`config.mk`:
```
export PLATFORM = sky130hd
export DESIGN_NAME = pixel_readout
export DESIGN_NICKNAME = d
export VERILOG_FILES = /design/src/rtl/pixel_readout_pkg.sv /design/src/rtl/pixel_frame_fifo.sv /design/src/rtl/pixel_readout.sv
export SDC_FILE = /design/constraint.sdc
export NUM_CORES = 1
export LEC_CHECK = 0
export CORE_MARGIN = 4
export CORE_UTILIZATION = 60
export DETAILED_ROUTE_END_ITERATION = 12
export GPL_ROUTABILITY_DRIVEN = 1
export PLACE_DENSITY = 0.8
export REMOVE_ABC_BUFFERS = 1
export SLEW_MARGIN = 0
export SYNTH_ARGS = -nofsm -noshare
export SYNTH_HDL_FRONTEND = slang
export SYNTH_SLANG_ARGS = --single-unit
```
`constraint.sdc`:
```
create_clock -name CLK -period 4.55 [get_ports CLK]
set_input_delay 0.6825 -clock CLK [delete_from_list [all_inputs] [get_ports CLK]]
set_output_delay 0.6825 -clock CLK [all_outputs]
set_load 0.02 [all_outputs]
```
`src/rtl/pixel_readout_pkg.sv`:
```
// Shared types and constants for the pixel capture-and-stream stage.
package pixel_readout_pkg;

  localparam int PIX_DATA_W    = 8;
  localparam int PIX_PER_FRAME = 4;
  localparam int DROP_CNT_W    = 8;

  typedef enum logic [1:0] {
    IDLE,
    ASSEMBLE,
    COMMIT
  } cap_state_t;

  typedef logic [PIX_PER_FRAME-1:0][PIX_DATA_W-1:0] frame_t;

endpackage

```
`src/rtl/pixel_frame_fifo.sv`:
```
// Frame-wide synchronous FIFO; the head entry sits in a register so the
// consumer sees it with no read latency once the FIFO is non-empty.
module pixel_frame_fifo #(
  parameter int WIDTH = 32,
  parameter int DEPTH = 2
) (
  input  logic             CLK,
  input  logic             RESET_N,
  input  logic             wr_en,
  input  logic [WIDTH-1:0] wr_data,
  input  logic             rd_en,
  output logic [WIDTH-1:0] rd_data,
  output logic             full,
  output logic             empty
);

  localparam int AW = (DEPTH > 1) ? $clog2(DEPTH) : 1;
  localparam int CW = $clog2(DEPTH + 1);

  logic [WIDTH-1:0] mem [DEPTH];
  logic [AW-1:0]    wr_ptr;
  logic [AW-1:0]    rd_ptr;
  logic [AW-1:0]    rd_ptr_n;
  logic [CW-1:0]    count;
  logic             do_wr;
  logic             do_rd;

  function automatic logic [AW-1:0] ptr_inc(input logic [AW-1:0] p);
    return (p == AW'(DEPTH - 1)) ? '0 : p + AW'(1);
  endfunction

  always_comb begin
    full     = (count == CW'(DEPTH));
    empty    = (count == '0);
    do_wr    = wr_en && !full;
    do_rd    = rd_en && !empty;
    rd_ptr_n = do_rd ? ptr_inc(rd_ptr) : rd_ptr;
  end

  // Head register preloads the next head entry, bypassing a write that lands on it.
  always_ff @(posedge CLK or negedge RESET_N) begin
    if (!RESET_N) begin
      wr_ptr  <= '0;
      rd_ptr  <= '0;
      count   <= '0;
      rd_data <= '0;
    end else begin
      if (do_wr) wr_ptr <= ptr_inc(wr_ptr);
      rd_ptr <= rd_ptr_n;
      case ({do_wr, do_rd})
        2'b10:   count <= count + CW'(1);
        2'b01:   count <= count - CW'(1);
        default: count <= count;
      endcase
      rd_data <= (do_wr && (wr_ptr == rd_ptr_n)) ? wr_data : mem[rd_ptr_n];
    end
  end

  always_ff @(posedge CLK) begin
    if (do_wr) mem[wr_ptr] <= wr_data;
  end

endmodule

```
`src/rtl/pixel_readout.sv`:
```
// Captures one-hot sensor pixel reads into whole frames, buffers them in a
// frame FIFO and streams them out over valid/ready with SOF/EOF markers.
module pixel_readout
  import pixel_readout_pkg::*;
#(
  parameter int DATA_W      = PIX_DATA_W,
  parameter int N_PIX       = PIX_PER_FRAME,
  parameter int FIFO_FRAMES = 2,
  parameter int TIMEOUT     = 64
) (
  input  logic                     CLK,
  input  logic                     RESET_N,
  input  logic [DATA_W-1:0]        DATA_BUS,
  input  logic [N_PIX-1:0]         READ,
  output logic [DATA_W-1:0]        PIX_DATA,
  output logic [$clog2(N_PIX)-1:0] PIX_IDX,
  output logic                     PIX_SOF,
  output logic                     PIX_EOF,
  output logic                     PIX_VALID,
  input  logic                     PIX_READY,
  input  logic                     CLR_ERR,
  output logic                     ERR_DUP,
  output logic                     ERR_MULTI,
  output logic                     ERR_TIMEOUT,
  output logic                     OVERFLOW,
  output logic [DROP_CNT_W-1:0]    DROP_CNT
);

  localparam int IDX_W   = $clog2(N_PIX);
  localparam int TO_W    = $clog2(TIMEOUT + 1);
  localparam int FRAME_W = N_PIX * DATA_W;

  typedef logic [N_PIX-1:0][DATA_W-1:0] slot_frame_t;

  cap_state_t        state;
  cap_state_t        state_n;
  logic [N_PIX-1:0]  read_q;
  logic [N_PIX-1:0]  rise;
  logic [N_PIX-1:0]  ev_bits;
  logic [N_PIX-1:0]  mask;
  logic [N_PIX-1:0]  mask_base;
  logic              ev;
  logic              multi_ev;
  logic              dup_ev;
  logic              frame_done;
  logic              timeout_hit;
  logic [TO_W-1:0]   idle_cnt;
  slot_frame_t       slots;
  slot_frame_t       head;
  logic [FRAME_W-1:0] head_flat;
  logic              push;
  logic              drop;
  logic              pop;
  logic              fifo_full;
  logic              fifo_empty;
  logic [IDX_W-1:0]  beat_idx;
  logic              last_beat;
  logic              accept;
  logic [DROP_CNT_W-1:0] drop_base;

  always_ff @(posedge CLK or negedge RESET_N) begin
    if (!RESET_N) read_q <= '0;
    else          read_q <= READ;
  end

  // A multi-hot READ on a rising edge is a fault and captures nothing.
  always_comb begin
    rise        = READ & ~read_q;
    multi_ev    = (rise != '0) && ((READ & (READ - N_PIX'(1))) != '0);
    ev_bits     = multi_ev ? '0 : rise;
    ev          = (ev_bits != '0);
    mask_base   = (state == COMMIT) ? '0 : mask;
    frame_done  = ev && ((mask_base | ev_bits) == '1);
    dup_ev      = ev && ((mask_base & ev_bits) != '0);
    timeout_hit = (state == ASSEMBLE) && !ev && (idle_cnt == TO_W'(TIMEOUT - 1));
  end

  always_ff @(posedge CLK or negedge RESET_N) begin
    if (!RESET_N) state <= IDLE;
    else          state <= state_n;
  end

  always_comb begin
    state_n = state;
    case (state)
      IDLE:     if (ev) state_n = frame_done ? COMMIT : ASSEMBLE;
      ASSEMBLE: begin
        if (frame_done)       state_n = COMMIT;
        else if (timeout_hit) state_n = IDLE;
      end
      COMMIT:   state_n = frame_done ? COMMIT : (ev ? ASSEMBLE : IDLE);
      default:  state_n = IDLE;
    endcase
  end

  always_comb begin
    push = (state == COMMIT) && !fifo_full;
    drop = (state == COMMIT) && fifo_full;
  end

  always_ff @(posedge CLK or negedge RESET_N) begin
    if (!RESET_N) begin
      mask     <= '0;
      slots    <= '0;
      idle_cnt <= '0;
    end else begin
      mask <= timeout_hit ? '0 : (mask_base | ev_bits);
      for (int i = 0; i < N_PIX; i++) begin
        if (ev_bits[i]) slots[i] <= DATA_BUS;
      end
      if (ev || (state != ASSEMBLE) || timeout_hit) idle_cnt <= '0;
      else                                          idle_cnt <= idle_cnt + TO_W'(1);
    end
  end

  // Sticky flags: a new fault in the same cycle as CLR_ERR keeps the flag set.
  always_comb begin
    drop_base = CLR_ERR ? '0 : DROP_CNT;
  end

  always_ff @(posedge CLK or negedge RESET_N) begin
    if (!RESET_N) begin
      ERR_DUP     <= 1'b0;
      ERR_MULTI   <= 1'b0;
      ERR_TIMEOUT <= 1'b0;
      OVERFLOW    <= 1'b0;
      DROP_CNT    <= '0;
    end else begin
      ERR_DUP     <= dup_ev      | (ERR_DUP     & ~CLR_ERR);
      ERR_MULTI   <= multi_ev    | (ERR_MULTI   & ~CLR_ERR);
      ERR_TIMEOUT <= timeout_hit | (ERR_TIMEOUT & ~CLR_ERR);
      OVERFLOW    <= drop        | (OVERFLOW    & ~CLR_ERR);
      DROP_CNT    <= (drop && (drop_base != '1)) ? drop_base + DROP_CNT_W'(1) : drop_base;
    end
  end

  pixel_frame_fifo #(
    .WIDTH (FRAME_W),
    .DEPTH (FIFO_FRAMES)
  ) u_fifo (
    .CLK     (CLK),
    .RESET_N (RESET_N),
    .wr_en   (push),
    .wr_data (slots),
    .rd_en   (pop),
    .rd_data (head_flat),
    .full    (fifo_full),
    .empty   (fifo_empty)
  );

  always_comb begin
    head      = head_flat;
    PIX_VALID = !fifo_empty;
    last_beat = (beat_idx == IDX_W'(N_PIX - 1));
    accept    = PIX_VALID && PIX_READY;
    pop       = accept && last_beat;
    PIX_IDX   = beat_idx;
    PIX_DATA  = PIX_VALID ? head[beat_idx] : '0;
    PIX_SOF   = PIX_VALID && (beat_idx == '0);
    PIX_EOF   = PIX_VALID && last_beat;
  end

  always_ff @(posedge CLK or negedge RESET_N) begin
    if (!RESET_N)    beat_idx <= '0;
    else if (accept) beat_idx <= last_beat ? '0 : beat_idx + IDX_W'(1);
  end

endmodule

```
# Word level (Yosys, flattened, before mapping)
# Memory sizes are Yosys's and may differ from the RTL's. A register that Yosys moved wholly into a read port is not among the register bits.
# Index checks and enable logic that the tools add are counted.
# classes
n_addsub,8
n_eq_ne,12
n_lt_le_gt_ge,1
n_mul,0
n_div,0
mux,23
bitwise_logic,14
n_reduce_logical,29
n_shift,0
# ops
cell,n
8-bit two-way mux,4
8-bit binary-select mux with 2-bit select,1
4-bit nonzero test,4
1-bit logical AND,14
4-bit bitwise AND,3
2-bit two-way mux,6
4-bit two-way mux,3
8-bit by 1-bit adder with 8-bit output (second input constant),1
2-bit == test (second input constant),4
8-bit != test (second input constant),1
7-bit by 1-bit adder with 7-bit output (second input constant),1
7-bit by 6-bit == test with 1-bit output (second input constant),1
7-bit two-way mux,1
2-bit logical NOT,3
1-bit two-way mux,6
2-bit case mux with 3 select lines,1
2-bit by 1-bit adder with 2-bit output (second input constant),2
1-bit bitwise AND,4
2-bit by 1-bit == test with 1-bit output (second input constant),2
4-bit == test (second input constant),1
1-bit logical NOT,4
4-bit NOT,1
1-bit bitwise OR,4
4-bit bitwise OR,1
other kinds (12),14
# totals
inputBits,16
reg_bits,67
latch_bits,0
ramBits,64
rom_bits,0
mem_count,1
out_inout_bits,25
wordCells,105
# memory_table
memory,words,width,rd,rd_ports_with_merged_regs,write_ports,line,text
u_fifo.mem,2,32,1,1,1,pixel_frame_fifo.sv:20,logic [WIDTH-1:0] mem [DEPTH];

# Longest topological paths before layout
# depth
word_depth,12
depth_mapped,7
ltp_nobuf,7

# Modules after synthesis
# A second synthesis with hierarchy kept.
# hier_totals
cells_unflattened,429
area_unflattened_um2,6717.7
# modules_own_cells
mod,area_each_um2,cells_per_inst,instances,seq_area_each_um2
pixel_frame_fifo,3762.4,192,1,2822.7
pixel_readout,2955.3,237,1,1576.5

# Least setup slack after synthesis
# Ideal clock, no wire load.
# synth_timing
kind,register to register
startpoint,register state[0] (netlist name)
endpoint,"register u_fifo.rd_data[10], read port of u_fifo.mem"
setup_time_ns,0.125
stages_incl_launch_ff,7
required_ns,4.425
period_less_slack_ns,3.074
arrival_time_ns,2.949
slack_ns,1.476
path_buffers,2
path_cell_list,dfrtp_1 nand2b_1 buf_2 nor3_2 mux2i_2 buf_6 mux2_4
# synth_rtl
item,line,text
"end, declared",pixel_frame_fifo.sv:12,"output logic [WIDTH-1:0] rd_data,"

# Worst setup path in the final report
# layout_timing
startpoint,register beat_idx[0] (netlist: PIX_IDX[0])
endpoint,output PIX_DATA[5]
# layout_via
elab_chain_len,3
# layout_rtl
item,line,text
"start, declared",pixel_readout.sv:56,logic [IDX_W-1:0] beat_idx;
"start signal, assigned",pixel_readout.sv:165,else if (accept) beat_idx <= last_beat ? '0 : beat_idx + IDX_W'(1);
8-bit binary-select mux with 2-bit select,pixel_readout.sv:158,PIX_DATA = PIX_VALID ? head[beat_idx] : '0;
8-bit two-way mux (not written as such),pixel_readout.sv:158,
8-bit two-way mux,pixel_readout.sv:158,
"end, declared",pixel_readout.sv:15,"output logic [DATA_W-1:0] PIX_DATA,"
# No other way between the ends. The select of a mux whose other input is x is not followed.

==> metrics.md <==
| Metric | Value |
|---|---|
| Final count of negative-setup-slack endpoints | `0` |
| Switching share of power | `between 20% and 30%` |
| Crit path DAT | `~2.7 ns` |
| DRT antenna net count | `0` |
| Flip-flop and latch count after synthesis | `163` |
| CTS tree | `done` |
| H-Tree Level Count | `4` |
| Switching pwr | `1.37 mW` |
| Post-route minimum period | `roughly 3.3 ns` |
| DR pass1 iterations | `4` |
| CTS Root Buffer Type | `sky130_fd_sc_hd__clkbuf_16` |
| Number of max-cap violations | `0` |
| Number of buffers on the longest clock path | `2` |
| Slew of the pin with the lowest slew margin | `roughly 1.1 ns` |
| Slowest stage cell on the critical path | `sky130_fd_sc_hd__dfrtp_1` |
| Start-to-end type of the worst setup path | `flop to output port` |
| Full die area | `about 13000 µm²` |
| Vertical die dimension | `115 µm` |
| Xor/xnor share of the synthesized area | `1.67%` |
| Worst setup path endpoint | `PIX_DATA[5]` |
| HP Class | `input port to async pin` |
| Part of the power in registers | `about 43%` |
| Synthesized-area fraction occupied by and/or/nand/nor cells | `approximately 7.1%` |
| Setup slack on the worst flop-to-flop path | `~1.5 ns` |
| IO Count | `between 40 and 50` |
| Number of design-rule violations left by the first detailed-router iteration | `approximately 220` |
| Quantity of hold-fixing buffers added after cts | `0` |
| Post-route cell area | `8040 µm²` |
| Slew HR | `around 28%` |
| Maximum number of pins on one net before global-route repair | `76` |
| Total number of cells along the worst setup path | `3` |
| Adder and majority cell fraction of the synthesized area | `between 1 and 1.5%` |
| Number of rows created at floorplan | `38` |
| Total Wirelength | `between 10000 and 15000 µm` |
| Vias in the first global route | `around 3900` |
| Average cell area after synthesis | `16.0 µm²` |
| Dominant combinational cell family by area after synthesis | `multiplexers` |
| Worst clock skew on the final layout | `between 0.006 and 0.007 ns` |
| Peak supply drop | `roughly 0.36 mV` |
| Compound-gate portion of the synthesized area | `3.46%` |
| Startpoint type of the worst setup path | `flop` |
| Status | `completed` |
| Final Net Count | `500` |
| Largest fanout of any net on the critical path | `13` |
| Gate family responsible for the most delay along the worst path | `flip-flops` |
| Avg Vias per Cell | `roughly 5.8` |
| Port bufs | `40` |
| Worst reg2reg path endpoint | `u_fifo.rd_data[31]$_DFF_PN0_` |
| Period utilization | `~73%` |
| Clock buffer count from CTS | `17` |
| Synthesized cell area | `around 6900 µm²` |
| Global-route total usage across every layer | `between 20% and 30%` |
| Residual DRC count | `0` |
| Cells after Synth | `432` |
| Total vias in the final route | `~3700` |
| Tot Pwr | `between 4 and 5 mW` |
| Total overflow reported by the global router | `0` |
| Die width | `~120 µm` |
| Multiplexer area fraction after synthesis | `approximately 21%` |
| Area overhead of the layout relative to synthesis | `16.5%` |
| Antenna diodes | `0` |
| Clk pin slew, worst setup/hold paths | `roughly 0.06 ns` |
| Placer congestion estimate | `0.817` |
| Endpoint type of the worst setup path | `output port` |
| Startpoint of the worst-slack reg-to-reg timing path | `PIX_IDX[0]$_DFFE_PN0P_` |
| Data required time of the critical path | `~3.9 ns` |
| Share of the core filled with cells in the final layout | `between 70% and 80%` |
| Power share of the clock group | `between 30% and 40%` |
| Count of fill cells added during filler insertion | `just under 700` |
| Power Density | `590 nW/µm²` |
| Number of warning messages in the yosys log | `0` |
| Number of enable flip-flop cells after synthesis | `between 60 and 70` |
| Library cells used by synthesis | `55` |
| Clock insertion delay at the later pin of the skew report | `~0.42 ns` |
| Number of setup buffers added after CTS | `0` |
| Count of buffering cells on the critical path with inverters included | `1` |
| Total count of max-transition violations in the final report | `0` |
| LEAKAGE | `3.32 nW` |
| Detailed-placement wirelength estimate | `around 7500 µm` |
| CP cell instances | `mux4_2, nor2b_1, clkdlybuf4s50_1` |
| Clock Sink Count | `approximately 160` |
| Initial Utilization | `between 60% and 70%` |
| Average wire per standard cell | `between 15 and 20 µm` |
| Fmax achieved | `~300 MHz` |
| Proportion of synthesized flip-flops having asynchronous set or reset | `between 60 and 70%` |
| Critical path origin | `PIX_IDX[0]$_DFFE_PN0P_` |
| Final hold violation count | `0` |
| Fraction of power consumed by combinational cells | `26.7%` |
| Sequential share of the synthesized area | `between 60% and 70%` |
| Register-to-Register Path Depth | `6` |
| Setup repair after global routing missed its margin | `no` |
| Layout cell share with drive strength beyond 1 | `between 20% and 30%` |
| Number of cells upsized or downsized after cts | `0` |
| Flip-flop cell with the highest count after synthesis | `sky130_fd_sc_hd__dfrtp_1` |
| Post-detailed-placement cell area | `approximately 7400 µm²` |
| Peak per-stage delay on the critical path | `roughly 0.86 ns` |
| Internal cell power | `3.38 mW` |
| Total negative slack | `0 ns` |
| Std-Cell Core Area | `11000 µm²` |
| First-pass GRT wire length | `around 20000 µm` |
| Initial antenna violation count | `0` |
==> flip-flops by register name (all words and copies together), names as in the netlist, 2 cells and up <==
register / flops
DROP_CNT: 8
PIX_IDX: 2
idle_cnt: 7
mask: 4
read_q: 4
slots: 32
state: 2
u_fifo.count: 2
u_fifo.mem: 64
u_fifo.rd_data: 32
==> stage by stage <==
step | std cells | setup WS [ns] | hold WS (ns)
floorplan | 415 | 0.372 | 0.387
global placement | 600 | 1.57 | 0.441
detailed placement | 600 | 1.47 | 0.444
CTS | 632 | 1.16 | 0.443
global route | 632 | 1.07 | 0.478
finish | 632 | 1.22 | 0.380
==> power groups by stage <==
stage	clock, mW	combinational (mW)	sequential [mW]
CTS	1.46	1.29	2.04
floorplan	0	0.880	2.00
detailed placement	0	1.27	2.07
global placement	0	1.24	2.04
global route	1.53	1.36	2.08
finish	1.44	1.27	2.04
==> area by class of cell <==
type | count | area (µm²) | share of cell area, %
clock buffers | 18 | 439 | 5.46
clock inverters | 14 | 166 | 2.07
inverters | 12 | 45.0 | 0.560
multi-input cells | 240 | 2360 | 29.4
flip-flops and latches | 163 | 4400 | 54.7
well taps | 140 | 175 | 2.18
repair buffers | 45 | 448 | 5.57
==> Yosys cell counts (all sizes together) (2+ instances only) <==
library cell	number	area share (%)
xnor2	7	0.89
buf	13	1.3
ha	5	0.91
nand2	8	0.44
inv	12	0.65
nor4	2	0.40
edfxtp	64	28
nor3	4	0.36
xor2	4	0.78
mux2	100	18
nor4b	2	0.25
o2111ai	2	0.25
a21o	3	0.33
and3	4	0.36
nor2	17	0.92
nand3	7	0.51
nand2b	6	0.54
and2	4	0.36
a22o	2	0.25
mux4	8	2.6
dfrtp	99	36
a21oi	8	0.58
o21ai	5	0.36
nand4	3	0.27
o211ai	3	0.53
clkbuf	4	0.22
nor2b	16	1.5
and4	2	0.25
==> kinds of logic after synthesis <==
| logic type | after synthesis |
|---|---|
| DFF | 163 |
| adders and majority gates | 6 |
| and+or+nand+nor | 82 |
| AOI/OAI and AO/OA | 32 |
| xor gates and xnor gates | 11 |
| muxes | 109 |
| buffers and inverters | 29 |
==> layout by cell type, fill, tap and decap left out, types with 6 or more instances in the layout <==
cell type	n
sky130_fd_sc_hd__a21oi_1	8
sky130_fd_sc_hd__clkbuf_16	17
sky130_fd_sc_hd__clkdlybuf4s50_1	39
sky130_fd_sc_hd__dfrtp_1	99
sky130_fd_sc_hd__edfxtp_1	64
sky130_fd_sc_hd__inv_1	10
sky130_fd_sc_hd__mux2_1	34
sky130_fd_sc_hd__mux2_2	36
sky130_fd_sc_hd__mux2_4	30
sky130_fd_sc_hd__mux4_2	8
sky130_fd_sc_hd__nand2_1	8
sky130_fd_sc_hd__nand2b_1	6
sky130_fd_sc_hd__nand3_1	7
sky130_fd_sc_hd__nor2_1	17
sky130_fd_sc_hd__nor2b_1	16
sky130_fd_sc_hd__xnor2_1	7
==> worst min path at each step <==
stage | end | cells after the start | slack, ns | startpoint
global placement | idle_cnt[0]$_DFF_PN0_ | 1 | 0.44 | idle_cnt[0]$_DFF_PN0_
floorplan | DROP_CNT[0]$_DFF_PN0_ | 0 | 0.39 | RESET_N
detailed placement | idle_cnt[0]$_DFF_PN0_ | 1 | 0.44 | idle_cnt[0]$_DFF_PN0_
CTS | slots[24]$_DFFE_PN0P_ | 1 | 0.44 | RESET_N
global route | u_fifo.rd_data[24]$_DFF_PN0_ | 1 | 0.48 | RESET_N
finish | slots[24]$_DFFE_PN0P_ | 1 | 0.38 | RESET_N
==> worst register-to-register path, delay by kind of cell, from the launching register on <==
kind	cells	cell delay (ns)
multiplexers	2	1.05
flip-flops	1	0.86
adder cells (fa/ha/maj)	1	0.35
buffers and inverters	1	0.30
XOR/XNOR	1	0.21
AO/OA/AOI/OAI	1	0.13
==> routing by layer <==
metal | up-vias | share of wire, % | global-route usage [%] | routed length, µm
li1 | 1683 | - | - | -
met1 | 1875 | 42 | 25.9 | 5220
met2 | 87 | 53 | 35.5 | 6680
met3 | 17 | 3.7 | 4.89 | 462
met4 | 0 | 1.5 | 8.29 | 186
met5 | - | 0 | 0 | 0
Note: power is estimated with default switching activity, not from simulation.
